### src/rtl/interp_mac_sched_pkg.sv
// interp_filt_pkg: FSM state encoding and width helpers for the interpolation MAC scheduler.
package interp_filt_pkg;
  typedef enum logic [1:0] {IDLE, MAC, OUT} interp_state_t;
  function automatic int acc_width(int dw, int tpp);
    return dw + $clog2(tpp);
  endfunction
  function automatic int idx_width(int n);
    return n > 1 ? $clog2(n) : 1;
  endfunction
endpackage

### src/rtl/interp_coeff_bank.sv
// interp_coeff_bank: coefficient register file, one write port, one combinational read port.
module interp_coeff_bank #(
  parameter int N  = 8,
  parameter int W  = 6,
  parameter int AW = 3
) (
  input  logic          clk,
  input  logic          rst_n,
  input  logic          we,
  input  logic [AW-1:0] waddr,
  input  logic [W-1:0]  wdata,
  input  logic [AW-1:0] raddr,
  output logic [W-1:0]  rdata
);
  logic [W-1:0] mem [N];
  always_ff @(posedge clk or negedge rst_n)
    if (!rst_n) mem <= '{default: '0};
    else if (we) mem[waddr] <= wdata;
  assign rdata = mem[raddr];
endmodule

### src/rtl/mult.sv
// mult: signed fractional multiplier, (a*b) >>> (BW-1) truncated to OW bits.
module mult #(
  parameter int AW = 6,
  parameter int BW = 6,
  parameter int OW = 6
) (
  input  logic signed [AW-1:0] a,
  input  logic signed [BW-1:0] b,
  output logic signed [OW-1:0] p
);
  logic signed [AW+BW-1:0] full;
  assign full = a * b;
  assign p = OW'(full >>> (BW - 1));
endmodule

### src/rtl/interp_mac_sched.sv
// interp_mac_sched: polyphase interpolator sharing one multiplier across all taps.
// Define INTERP_MAC_SAT_EN to saturate outputs instead of wrapping.
module interp_mac_sched import interp_filt_pkg::*; #(
  parameter int DATA_WIDTH      = 6,
  parameter int TAP_COEFF_WIDTH = 6,
  parameter int INTERP          = 2,
  parameter int TAPS_PER_PHASE  = 4,
  localparam int NUM_TAPS  = INTERP * TAPS_PER_PHASE,
  localparam int ACC_WIDTH = acc_width(DATA_WIDTH, TAPS_PER_PHASE),
  localparam int PW        = idx_width(INTERP),
  localparam int TW        = idx_width(TAPS_PER_PHASE),
  localparam int AW        = idx_width(NUM_TAPS)
) (
  input  logic                       clk,
  input  logic                       rst_n,
  input  logic                       in_valid,
  output logic                       in_ready,
  input  logic signed [DATA_WIDTH-1:0] in_data,
  output logic                       out_valid,
  input  logic                       out_ready,
  output logic signed [DATA_WIDTH-1:0] out_data,
  output logic [PW-1:0]              out_phase,
  input  logic                       cfg_we,
  input  logic [AW-1:0]              cfg_addr,
  input  logic [TAP_COEFF_WIDTH-1:0] cfg_data,
  output logic                       cfg_err,
  output logic                       busy
);
  interp_state_t state;
  logic signed [DATA_WIDTH-1:0] x [TAPS_PER_PHASE];
  logic signed [ACC_WIDTH-1:0] acc, sum;
  logic [TW-1:0] tap;
  logic [PW-1:0] phase;
  logic [TAP_COEFF_WIDTH-1:0] coeff;
  logic [AW-1:0] raddr;
  logic signed [DATA_WIDTH-1:0] prod, conv;
  assign in_ready = state == IDLE;
  assign busy = state != IDLE;
  assign raddr = AW'(tap) * AW'(INTERP) + AW'(phase);
  assign sum = acc + ACC_WIDTH'(prod);
`ifdef INTERP_MAC_SAT_EN
  localparam logic signed [ACC_WIDTH-1:0] SMAX = ACC_WIDTH'((1 << (DATA_WIDTH - 1)) - 1);
  localparam logic signed [ACC_WIDTH-1:0] SMIN = -SMAX - 1;
  assign conv = sum > SMAX ? SMAX[DATA_WIDTH-1:0] : sum < SMIN ? SMIN[DATA_WIDTH-1:0] : sum[DATA_WIDTH-1:0];
`else
  assign conv = sum[DATA_WIDTH-1:0];
`endif
  interp_coeff_bank #(.N(NUM_TAPS), .W(TAP_COEFF_WIDTH), .AW(AW)) u_bank (
    .clk(clk), .rst_n(rst_n), .we(cfg_we && state == IDLE), .waddr(cfg_addr),
    .wdata(cfg_data), .raddr(raddr), .rdata(coeff)
  );
  mult #(.AW(DATA_WIDTH), .BW(TAP_COEFF_WIDTH), .OW(DATA_WIDTH)) u_mult (
    .a(x[tap]), .b(coeff), .p(prod)
  );
  always_ff @(posedge clk or negedge rst_n)
    if (!rst_n) begin
      state <= IDLE;
      x <= '{default: '0};
      acc <= '0;
      tap <= '0;
      phase <= '0;
      out_valid <= 1'b0;
      out_data <= '0;
      out_phase <= '0;
      cfg_err <= 1'b0;
    end else begin
      cfg_err <= cfg_we && state != IDLE;
      case (state)
        IDLE: if (in_valid) begin
          for (int k = TAPS_PER_PHASE - 1; k > 0; k--) x[k] <= x[k-1];
          x[0] <= in_data;
          acc <= '0;
          tap <= '0;
          phase <= '0;
          state <= MAC;
        end
        MAC: begin
          acc <= sum;
          tap <= tap + 1'b1;
          if (tap == TW'(TAPS_PER_PHASE - 1)) begin
            out_data <= conv;
            out_phase <= phase;
            out_valid <= 1'b1;
            state <= OUT;
          end
        end
        OUT: if (out_ready) begin
          out_valid <= 1'b0;
          if (phase == PW'(INTERP - 1)) state <= IDLE;
          else begin
            phase <= phase + 1'b1;
            acc <= '0;
            tap <= '0;
            state <= MAC;
          end
        end
        default: state <= IDLE;
      endcase
    end
endmodule

### config.mk
export PLATFORM = sky130hd
export DESIGN_NAME = interp_mac_sched
export DESIGN_NICKNAME = d
export VERILOG_FILES = /design/src/rtl/interp_mac_sched_pkg.sv /design/src/rtl/interp_coeff_bank.sv /design/src/rtl/mult.sv /design/src/rtl/interp_mac_sched.sv
export SDC_FILE = /design/constraint.sdc
export NUM_CORES = 1
export LEC_CHECK = 0
export CORE_ASPECT_RATIO = 1.25
export CORE_MARGIN = 3
export CORE_UTILIZATION = 41
export DETAILED_ROUTE_END_ITERATION = 10
export PLACE_DENSITY = 0.54
export SYNTH_ARGS = -nofsm -noshare
export SYNTH_HDL_FRONTEND = slang
export SYNTH_HIERARCHICAL = 1
export SYNTH_SLANG_ARGS = --single-unit
### constraint.sdc
create_clock -name clk -period 12.2 [get_ports clk]
set_input_delay 2.44 -clock clk [delete_from_list [all_inputs] [get_ports clk]]
set_output_delay 2.44 -clock clk [all_outputs]
set_load 0.05 [all_outputs]
Word-level counts from Yosys, hierarchy flattened
Cells that the tools add are included.

Bitwise logic cells: 3. Equality and inequality tests: 7. $add $sub $neg: 4. Order comparisons: 4. Reduce and logical (&&, ||, !) cells: 14. Multiply operators: 1. Mux-type cells: 29.

Operators with widths (number): $bwmux W48 (1); $mux W6 (5); $mux W8 (3); $pmux W8 S3 (1); $bmux W6 S3 (1); $demux W6 S3 (1); $bmux W6 S2 (1); $mux W2 (6); $pmux W2 S3 (2); $mul A6 B6 Y11 (1); $reduce_and A3 Y1 (3); $add A8 B6 Y8 (1); $ge A4 B4 Y1 const B (2); $ne A2 B2 Y1 const B (4); $not A3 Y4 (2); $mux W1 (6); $reduce_bool A2 Y1 (3); $eq A2 B2 Y1 const B (2); $lt A4 B1 Y1 const B (1); $pmux W1 S2 (2); $reduce_and A2 Y1 (2); $reduce_and A4 Y1 (1); $add A3 B1 Y3 (1); $ge A3 B3 Y1 const B (1); 7 further kinds (9).

Output and inout port bits: 11. Input bits: 20. Flip-flop bits (word level): 94. Logic and storage cells: 82.

Logic depth before layout (Yosys ltp)
Gate-level depths: netlist (run 1).

Depth after elaboration: 8. Mapped depth: 21. Depth with buffers taken out: 20.

By module
The synthesis (run 1) kept the hierarchy.

By module, submodules not included: interp_coeff_bank (area an instance 2264.7 um^2, times used 1, seq. area each 1201.2 um^2, cells an instance 132); interp_mac_sched (area an instance 2099.5 um^2, times used 1, seq. area each 1101.1 um^2, cells an instance 158); mult (area an instance 1172.4 um^2, times used 1, seq. area each 0.0 um^2, cells an instance 129).

Least setup slack after synthesis (run 1)
Ideal clock, no wire load.

Path kind: reg-to-reg. Start: reg phase. End: reg out_data[5]. Path slack: 6.398 ns. Period minus slack after synthesis: 5.802 ns. Cell stages (with the launch flop): 19. Data arrival time: 5.733 ns. Data required time: 12.131 ns. Path through: dfrtp_1 buf_6 mux4_1 mux2_2 nand2_1 fa_1 fa_1 inv_1 fa_1 fa_1 fa_1 a21o_1 a21oi_1 xnor2_1 ha_1 o21ai_1 or4b_4 a311o_1 nand3_1.

Longest elaborated chain between the ends: 7.

Ends and longest elaborated chain: start: declaration (RTL line interp_mac_sched.sv:33) `logic [PW-1:0] phase;`; start signal: assignment (RTL line interp_mac_sched.sv:91) `phase <= phase + 1'b1;`; $add A3 B1 Y3 (RTL line interp_mac_sched.sv:39) `assign raddr = AW'(tap) * AW'(INTERP) + AW'(phase);`; $not A3 Y4 (not written as such) (RTL line interp_coeff_bank.sv:19) `assign rdata = mem[raddr];`; $bmux W6 S3 (RTL line interp_coeff_bank.sv:19); $mux W6 (not written as such) (2 in a row) (RTL line interp_coeff_bank.sv:19); via coeff[4] (RTL line interp_mac_sched.sv:34) `logic [TAP_COEFF_WIDTH-1:0] coeff;`; $mul A6 B6 Y11 (RTL line mult.sv:12) `assign full = a * b;`; via prod[3] (RTL line interp_mac_sched.sv:36) `logic signed [DATA_WIDTH-1:0] prod, conv;`; $add A8 B6 Y8 (RTL line interp_mac_sched.sv:40) `assign sum = acc + ACC_WIDTH'(prod);`; end signal: assignment (RTL line interp_mac_sched.sv:81) `out_data <= conv;`; end: declaration (RTL line interp_mac_sched.sv:21) `output logic signed [DATA_WIDTH-1:0] out_data,`.

The timed path passes the listed nets, and every way through them passes these cells. The select of a mux whose other input is x is not followed. A chain may end at the register's enable or synchronous reset.

Worst setup path in the final report (run 1)
Same ends and word-level chain as after synthesis.

==> impl_results.md, run 1 <==
- Post-synth EDFFs: 0
- Total clock sinks: 92
- Primary FF master, synth: dfrtp_1
- Outcome: finished, final reports clean
- Max Buffers Root-to-Sink: 2
- Finished Cell Area: 0.006276 mm^2
- Largest net degree at the start of global routing: 68
- Fraction of layout cells with a size suffix above 1: 25.61%
- Clk_lat worst skew: 0.34 ns
- Area of the mapped netlist: 0.005537 mm^2
- Total gr overflow: 0
- Top post-synthesis cells by area: dfrtp_1, mux2_2, fa_1, mux4_1, ha_1
- Critical Path AT: 6.62 ns
- Crit-path cells: mux4_1, mux2_2, nand2b_1, fa_1, fa_1, inv_1, fa_1, fa_1, fa_1, a21o_1, a21oi_1, xnor2_1, ha_1, o21ai_1, or4b_4, a311o_1, nand3_1
- Number of port buffers: 30
- CP endpoint: out_data[5]$_DFFE_PN0P_
- Register area share after synthesis: 41.58%
- Post-CTS sizing: 0
- Hpwl dp: 7.929 mm
- Die Width: 109.9 um
- Fmax: 157.6 MHz
- Nets: 511
- H-tree lvl count: 3
- Critical path depth: 17
- Yosys warning total: 6
- Routed vias: 3275
- Fillers: 1193
- Die H: 135.9 um
- CTS tree: built
- Max-cap violations: 0
- Setup TNS Final: 0 ns
- Crit-path slowest cell: dfrtp_1
- P&R area growth vs syn: 13.36%
- Crit path max-delay family: adder cells
- Syn nets: 484
- Initial Utilization: 42.75%
- Most frequent CP cell: fa_1
- Startpoint Class: flop
- Total core area: 0.01295 mm^2
- Fin Clk Skew: 0.006495 ns
- Number of buffers created by CTS: 9
- Root Driver: clkbuf_16
- Pre-Repair DR Iteration Count: 4
- Fin. max-slew vios: 0
- Std cell rows: 46
- Most frequent cell after synthesis: dfrtp_1
- Setup slack, reg-to-reg: 5.85 ns
- Worst Max-Slew Pin Slew: 1.118 ns
- Unrepaired setup endpoints after global routing: no
- Cts hold-fix bufs: 0
- # setup viols final: 0
- Synth unique cells: 49
- Remaining DRCs: 0
- Clock Pin Slew Worst Setup and Hold Paths: 0.06 ns
- Final hold violations: 0
- Fin crit share: 52.02%
- Reg-to-reg endpoint: out_data[5]$_DFFE_PN0P_
- Synthesized flop and latch total: 92
- CP max FO: 16
- Hold crit path type: reg2reg
- Top-Level Pins: 31
- Placed Cells: 603
- Final Wtd Congestion: 0.8035
- Post-synth top area cell: dfrtp_1
- Post-synth top cells: dfrtp_1, mux2_2, inv_1
- Synth Area per Inst: 13.21 um^2
- Setup bufs post-CTS: 0
- Vias per cell: 5.308
- Critical Path RT: 12.48 ns
- Post-Syn Instances: 419
- Total global-route track usage: 16.02%
- WP buf/inv: 1
- DRT iter0 DRCs: 104
- # diodes: 0
- Hold Slack: 0.4873 ns
- Worst r2r path cells: 17
- Ys async rst share: 100.0%
- Detailed Route WL: 10.77 mm
- First-pass GRT wire length: 18.02 mm
- Minimum clock period: 6.347 ns
- Die area: 0.01494 mm^2
- Remaining antenna violation count after routing: 0
- Slowest cell delay on critical path: 0.80 ns
- Worst setup path start: phase$_DFFE_PN0P_
- Relative slew slack: 24.41%
- Initial antenna violation count: 0
- Final cell count without fillers: 617
- Crit. End Element: flop
- Reg2reg start: phase$_DFFE_PN0P_
- Critical path class: reg2reg
- Synth top area share: 41.58%
- Placed Instance Area: 0.005984 mm^2
- Vias in the first global route: 3540
- Wirelength per Cell: 17.45 um
-- kinds of logic (layout without fill, tap and decap cells) --
| group | count (synthesis) | after routing | synth area share, % |
|---|---|---|---|
| muxes | 100 | 100 | 24.81 |
| DFF | 92 | 92 | 41.58 |
| and+or+nand+nor | 82 | 82 | 9.130 |
| buffers and inverters | 48 | 78 | 3.864 |
| adders and majority gates | 45 | 45 | 13.56 |
| AOI/OAI and AO/OA | 41 | 41 | 4.927 |
| xor gates and xnor gates | 11 | 11 | 2.124 |
-- layout by cell type (no fill, tap or decap), types with 5 or more instances in the layout --
master           netlist  layout
nand4_1                5       5
a21oi_1                9       9
inv_1                 32      32
o21ai_0               10      10
nor2b_1                5       5
nand2_1               19      19
ha_1                  20      20
xnor2_1                8       8
dfrtp_1               92      92
clkbuf_16              0       9
nor2_1                10      10
clkdlybuf4s50_1        0      29
mux4_1                12      12
fa_1                  25      25
and2_1                20      20
mux4_2                 6       6
mux2_2                82      82
-- stage by stage --
step	utilization (%)	setup slack, ns
2_1_floorplan	-	6.398
3_3_place_gp	46.21	5.904
3_5_place_dp	46.21	5.824
4_1_cts	48.46	5.833
5_1_grt	48.46	5.545
6_report	48.46	5.853
-- registers in the layout, summed over array words and instances (netlist names) --
name	flops
x	24
acc	6
out_valid	1
cfg_err	1
phase	1
out_data	6
u_bank/mem	48
state	2
out_phase	1
tap	2
-- per-layer routing --
metal | part of all wire (%) | track usage [%]
met4 | 1.8 | 6.029
met3 | 2.3 | 2.945
met1 | 44 | 19.98
met5 | 0 | 0
met2 | 52 | 27.40
-- tightest hold or removal path: stages (launching register included) --
cell and delay [ns]:
dfrtp_1 0.35, nand2_1 0.05, o31ai_1 0.06
-- how the worst min path moves through the flow --
stage                                      end  cells past startpoint                       start  slack [ns]
finish                 out_data[4]$_DFFE_PN0P_                      2     out_data[4]$_DFFE_PN0P_        0.49
global route        u_bank/mem[36]$_DFFE_PN0P_                      1  u_bank/mem[36]$_DFFE_PN0P_        0.51
CTS                    out_data[4]$_DFFE_PN0P_                      2     out_data[4]$_DFFE_PN0P_        0.50
detailed placement     out_data[4]$_DFFE_PN0P_                      2     out_data[4]$_DFFE_PN0P_        0.48
global placement       out_data[1]$_DFFE_PN0P_                      2     out_data[1]$_DFFE_PN0P_        0.46
floorplan                   acc[4]$_DFFE_PN0P_                      2          acc[4]$_DFFE_PN0P_        0.46
-- layout make-up --
cell class	instances	area [um^2]	share of cell area, %
Multi-Input combinational cell	279	3039	48.42
Clock buffer	12	256.5	4.087
Inverter	32	120.1	1.914
Tap cell	168	210.2	3.349
Clock inverter	2	35.03	0.5582
Sequential cell	92	2302	36.68
Timing Repair Buffer	32	312.8	4.984
Power of run 1 is left out: the tool's default activity adds up to more than one toggle a clock period on the data nets, which glitch-free logic cannot reach.
==> inputs of run 2 (changes only) <==
--- a/config.mk
+++ b/config.mk
@@ -9,7 +9,7 @@
 export CORE_MARGIN = 3
 export CORE_UTILIZATION = 41
 export DETAILED_ROUTE_END_ITERATION = 10
-export PLACE_DENSITY = 0.54
+export PLACE_DENSITY = 0.57
 export SYNTH_ARGS = -nofsm -noshare
 export SYNTH_HDL_FRONTEND = slang
 export SYNTH_HIERARCHICAL = 1
==> constraint.sdc (replaced) <==
create_clock -name clk -period 5.5 [get_ports clk]
set_input_delay 1.1 -clock clk [delete_from_list [all_inputs] [get_ports clk]]
set_output_delay 1.1 -clock clk [all_outputs]
set_load 0.05 [all_outputs]
==> run 2 against run 1 <==
The flow now finishes with violations (negative setup slack). Worst hold slack gained 0.0057 ns. Die area is the same. Via count grew 4.8%. Fmax grew 10%. Register-to-register slack lost 6.1 ns. Sequential share of layout area shrank 2.4 points. Worst setup slack lost 6.1 ns. Final cell count grew 5.7%. Critical path depth grew 1. Global-route usage grew 0.17 points. Wire length grew 4.1%.
==> impl_results.md, run 2 (synthesis results as in run 1) <==
- Total global-route track usage: 16.19% (+0.17 points)
- Crit. End Element: flop
- Remaining antenna violation count after routing: 0 (unchanged)
- Fin crit share: 104.6% (+53 points)
- H-tree lvl count: 3 (unchanged)
- Clk_lat worst skew: 0.34 ns (about the same)
- Most common cell after layout, fill and taps aside: dfrtp_1
- Routed vias: 3431 (+4.8%)
- Finished Cell Area: 0.006713 mm^2 (+7.0%)
- Clock Pin Slew Worst Setup and Hold Paths: 0.06 ns (about the same)
- Hold Slack: 0.4929 ns (+0.005681 ns)
- Fmax: 173.8 MHz (+10%)
- Total gr overflow: 0 (unchanged)
- Detailed Route WL: 11.21 mm (+4.1%)
- DRT iter0 DRCs: 128 (+23%)
- Hpwl dp: 8.168 mm (+3.0%)
- Critical Path AT: 6.02 ns (-0.60 ns)
- Fraction of layout cells with a size suffix above 1: 37.60% (+12 points)
- Pre-Repair DR Iteration Count: 6 (+2)
- Std cell rows: 46 (unchanged)
- P&R area growth vs syn: 21.24%
- CTS tree: built
- Met3 wire length: 244 um (-1.2%)
- Initial antenna violation count: 0 (unchanged)
- Cts hold-fix bufs: 0 (unchanged)
- Die area: 0.01494 mm^2 (unchanged)
- Most frequent cells in the layout: dfrtp_1, mux2_2, buf_4
- Vias per cell: 5.262 (-0.86%)
- WL met1: 4.912 mm (+2.9%)
- Fin Clk Skew: 0.007201 ns (+0.0007064 ns)
- Outcome: finished, violations left
- Number of buffers created by CTS: 9 (unchanged)
- Final Wtd Congestion: 0.8425 (+4.9%)
- Die H: 135.9 um (unchanged)
- Largest Register: u_bank/mem
- Relative slew slack: 26.72% (+2.3 points)
- Critical path class: reg2reg
- Nets: 545 (+6.7%)
- Remaining DRCs: 0 (unchanged)
- First-pass GRT wire length: 18.61 mm (+3.3%)
- Final WS setup: -0.2526 ns (-6.106 ns)
- Layout Utilization: 51.84% (+3.4 points)
- Hold crit path type: reg2reg
- Minimum clock period: 5.753 ns (-0.5942 ns)
- Top sig layer: met4
- Fin. max-slew vios: 0 (unchanged)
- Wirelength per Cell: 17.19 um (-1.5%)
- Startpoint Class: flop
- Root Driver: clkbuf_16
- # setup viols final: 2 (+2)
- Max Buffers Root-to-Sink: 2 (unchanged)
- Number of port buffers: 30 (unchanged)
- Initial Utilization: 42.75% (unchanged)
- Unrepaired setup endpoints after global routing: yes
- Placed Instance Area: 0.006246 mm^2 (+4.4%)
- CP max FO: 5 (-11)
- Largest net degree at the start of global routing: 74 (+8.8%)
- Vias in the first global route: 3761 (+6.2%)
- Critical Path RT: 5.77 ns (-6.71 ns)
- Die Width: 109.9 um (unchanged)
- Max FFs per register: 48 (unchanged)
- Total core area: 0.01295 mm^2 (unchanged)
- Max-cap violations: 0 (unchanged)
- # diodes: 0 (unchanged)
- Met2 Wirelength: 5.852 mm (+5.4%)
- Violated checks: negative setup slack
- Top-Level Pins: 31 (unchanged)
- Top Registers: u_bank/mem: 48 flops, x: 24 flops
- Total clock sinks: 92 (unchanged)
- Setup TNS Final: -0.4555 ns (-0.4555 ns)
- Final hold violations: 0 (unchanged)
- Worst Max-Slew Pin Slew: 1.084 ns (-0.03421 ns)
[run 2: repair_timing]
action,CTS,global route
gates resized for setup,17,13
buffers inserted,5,1
endpoints found under the hold margin,0,0
pin swaps,5,5
gates cloned,1,0
setup endpoints to repair,4,8
[run 2: metrics by stage]
stage | setup WS (ns) | cells
floorplan | 0.002226 | 419
global placement | -0.1390 | 630
detailed placement | -0.2452 | 630
CTS | -0.2668 | 651
global route | -0.4385 | 652
finish | -0.2526 | 652
[run 2: area by class of cell]
| type | count | area [um^2] |
|---|---|---|
| fillers | 1104 | 6237 |
| multi-input cells | 279 | 3133 |
| inverters | 32 | 120.1 |
| clock buffers | 11 | 242.7 |
| well taps | 168 | 210.2 |
| clock inverters | 4 | 73.82 |
| flip-flops and latches | 92 | 2303 |
| repair buffers | 66 | 629.4 |
[run 2: final timing paths]
path                                            to  slack (ns)                     from  depth (start not counted)
max in group asynchronous        phase$_DFFE_PN0P_        3.66                    rst_n                          2
setup / recovery           out_data[5]$_DFFE_PN0P_       -0.25        phase$_DFFE_PN0P_                         18
hold reg to reg            out_data[1]$_DFFE_PN0P_        0.49  out_data[1]$_DFFE_PN0P_                          2
setup reg to reg           out_data[5]$_DFFE_PN0P_       -0.25        phase$_DFFE_PN0P_                         18
min in group asynchronous    out_phase$_DFFE_PN0P_        0.64                    rst_n                          1
hold / removal             out_data[1]$_DFFE_PN0P_        0.49  out_data[1]$_DFFE_PN0P_                          2
[run 2: per-layer routing]
layer  vias to the layer above  global-route usage (%)
li1                       1610                       -
met1                      1764                   20.85
met2                        42                   27.63
met3                        15                   2.328
met4                         0                   5.683
met5                         -                       0
[run 2: worst max-delay path, cell delays in order (launching register included)]
cell,delay (ns)
dfrtp_2,0.47
buf_12,0.15
mux4_2,0.48
mux2_4,0.33
nand2b_4,0.09
fa_1,0.42
fa_1,0.52
inv_1,0.05
fa_1,0.49
fa_1,0.43
ha_1,0.29
nand4_1,0.10
o21a_1,0.22
o211ai_1,0.19
nand4b_1,0.20
ha_4,0.32
or4b_4,0.48
a311o_1,0.37
nand3_1,0.08
Power of run 2 is left out for the same reason.
==> edit, RTL diff (flow settings as in run 1) <==
Set the parameter `TAP_COEFF_WIDTH` to 3 (it was 6).
--- a/src/rtl/interp_mac_sched.sv
+++ b/src/rtl/interp_mac_sched.sv
@@ -2,7 +2,7 @@
 // Define INTERP_MAC_SAT_EN to saturate outputs instead of wrapping.
 module interp_mac_sched import interp_filt_pkg::*; #(
   parameter int DATA_WIDTH      = 6,
-  parameter int TAP_COEFF_WIDTH = 6,
+  parameter int TAP_COEFF_WIDTH = 3,
   parameter int INTERP          = 2,
   parameter int TAPS_PER_PHASE  = 4,
   localparam int NUM_TAPS  = INTERP * TAPS_PER_PHASE,
Ports: changed (resized cfg_data); port bits go from 31 to 28. No check against the original RTL was run, so the function may have changed too.
==> edit against run 1 <==
Sequential cell count is 24 lower. Setup slack better by 1.3 ns. Global-route usage is 0.80 points lower. Area after synthesis is 33% lower. Synthesized cell count is 35% lower. Wire length is 35% lower. Cell area is 32% lower. Non-clock buffer count is 4 lower.
Power is left out: the tool's default activity adds up to more than one toggle a clock period on the data nets, which glitch-free logic cannot reach.
==> edit: results (changes against run 1) <==
Syn Nets 312 (-36%); worst slack, placed 7.19 ns (+1.36 ns); register area share after synthesis 46.0% (+4.4 points); clock-cell share of area 4.55% (-0.10 points); multi-input combinational gate total 181 (-35%); max_slew headroom 41.8% (+17 points); Fillers 847 (-29%); Signal buf overhead 6.39% (+1.4 points); Seq/total area 39.9% (+3.2 points); largest class multi-input combinational cells; met2 wire length 3690 µm (-34%); HP Class flip-flop to flip-flop; fin cells 430 (-30%); Post-synth ARST share 100% (unchanged); Finished Core Util 48.8% (+0.31 points); Routed WL 7050 µm (-35%); Area after DPL 4070 µm² (-32%); Top delay family on crit path adder cells; vias in the first global route 2414 (-32%); Avg Inst Size Synth 13.6 µm² (+2.6%); flop and latch count out of synthesis 68 (-26%); All-Layer GR Usage 15.2% (-0.80 points); Synth area leaders dfrtp_1 46%, mux2_2 17%, ha_1 4.7%; DR pass1 iterations 4 (unchanged); DRT iter0 DRCs 59 (-43%); share of layout cells above drive strength 1 28.7% (+3.1 points); largest net degree at the start of global routing 69 (+1.5%); post-synthesis compound-gate area fraction 6.09% (+1.2 points); met1 wire length 3060 µm (-36%); total number of vias 2224 (-32%); xor and xnor fraction of the mapped netlist area 2.03% (-0.096 points); CTS H-tree depth 3 (unchanged); root cell of the clock tree clkbuf_8; met1 Use GR 19.2% (-0.82 points); biggest regs u_bank/mem x24, x x24; global-route wire length before repair 12200 µm (-32%); number of library cell types mapped by synthesis 45 (-8.2%); GR Util met2 26.0% (-1.4 points); uppermost layer routed met4; nets@finish 344 (-33%); placed cell count 414 (-31%); Non-clk invs 17 (-47%); clk_skew 0.0130 ns (+0.00651 ns); status finished clean; Critical-path top delay cell mux4_1; antenna diode count 0 (unchanged); CP peak stage delay 0.61 ns (-0.19 ns); met3 global-route usage 2.55% (-0.40 points); CP arrival 5.25 ns (-1.37 ns); post-synthesis adder-cell area fraction 9.06% (-4.5 points); Final Wtd Congestion 0.748 (-7.0%); count of non-CTS buffers in the layout 28 (-13%); multiplexer share of the synthesized area 24.6% (-0.17 points); Max FO, Critical Path 10 (-6); multi-input combinational area share 44.2% (-4.3 points); # port buffers 27 (-10%); metal3 WL 162 µm (-34%); Synth top cells by count 68 x dfrtp_1, 55 x mux2_2, 17 x inv_1; dpl hpwl 5080 µm (-36%)
## edit: changes by cell type after synthesis, sizes merged, moves of 5 or more
cell,run 1,this run
mux2,82,55
dfrtp,92,68
fa,25,8
and2,20,5
inv,32,17
buf,14,6
ha,20,14
mux4,18,12
nor2,12,6
xnor2,9,4
## edit: path summary, 6_finish.rpt
| kind | start | end | slack (ns) | cells past startpoint |
|---|---|---|---|---|
| worst max-delay path | phase$_DFFE_PN0P_ | out_data[5]$_DFFE_PN0P_ | 7.18 | 14 |
| worst min-delay path | out_data[4]$_DFFE_PN0P_ | out_data[4]$_DFFE_PN0P_ | 0.47 | 2 |
| worst max register to register | phase$_DFFE_PN0P_ | out_data[5]$_DFFE_PN0P_ | 7.18 | 14 |
| worst min register to register | out_data[4]$_DFFE_PN0P_ | out_data[4]$_DFFE_PN0P_ | 0.47 | 2 |
| max in group asynchronous | rst_n | x[4]$_DFFE_PN0P_ | 9.33 | 2 |
| min in group asynchronous | rst_n | acc[1]$_DFFE_PN0P_ | 2.27 | 2 |
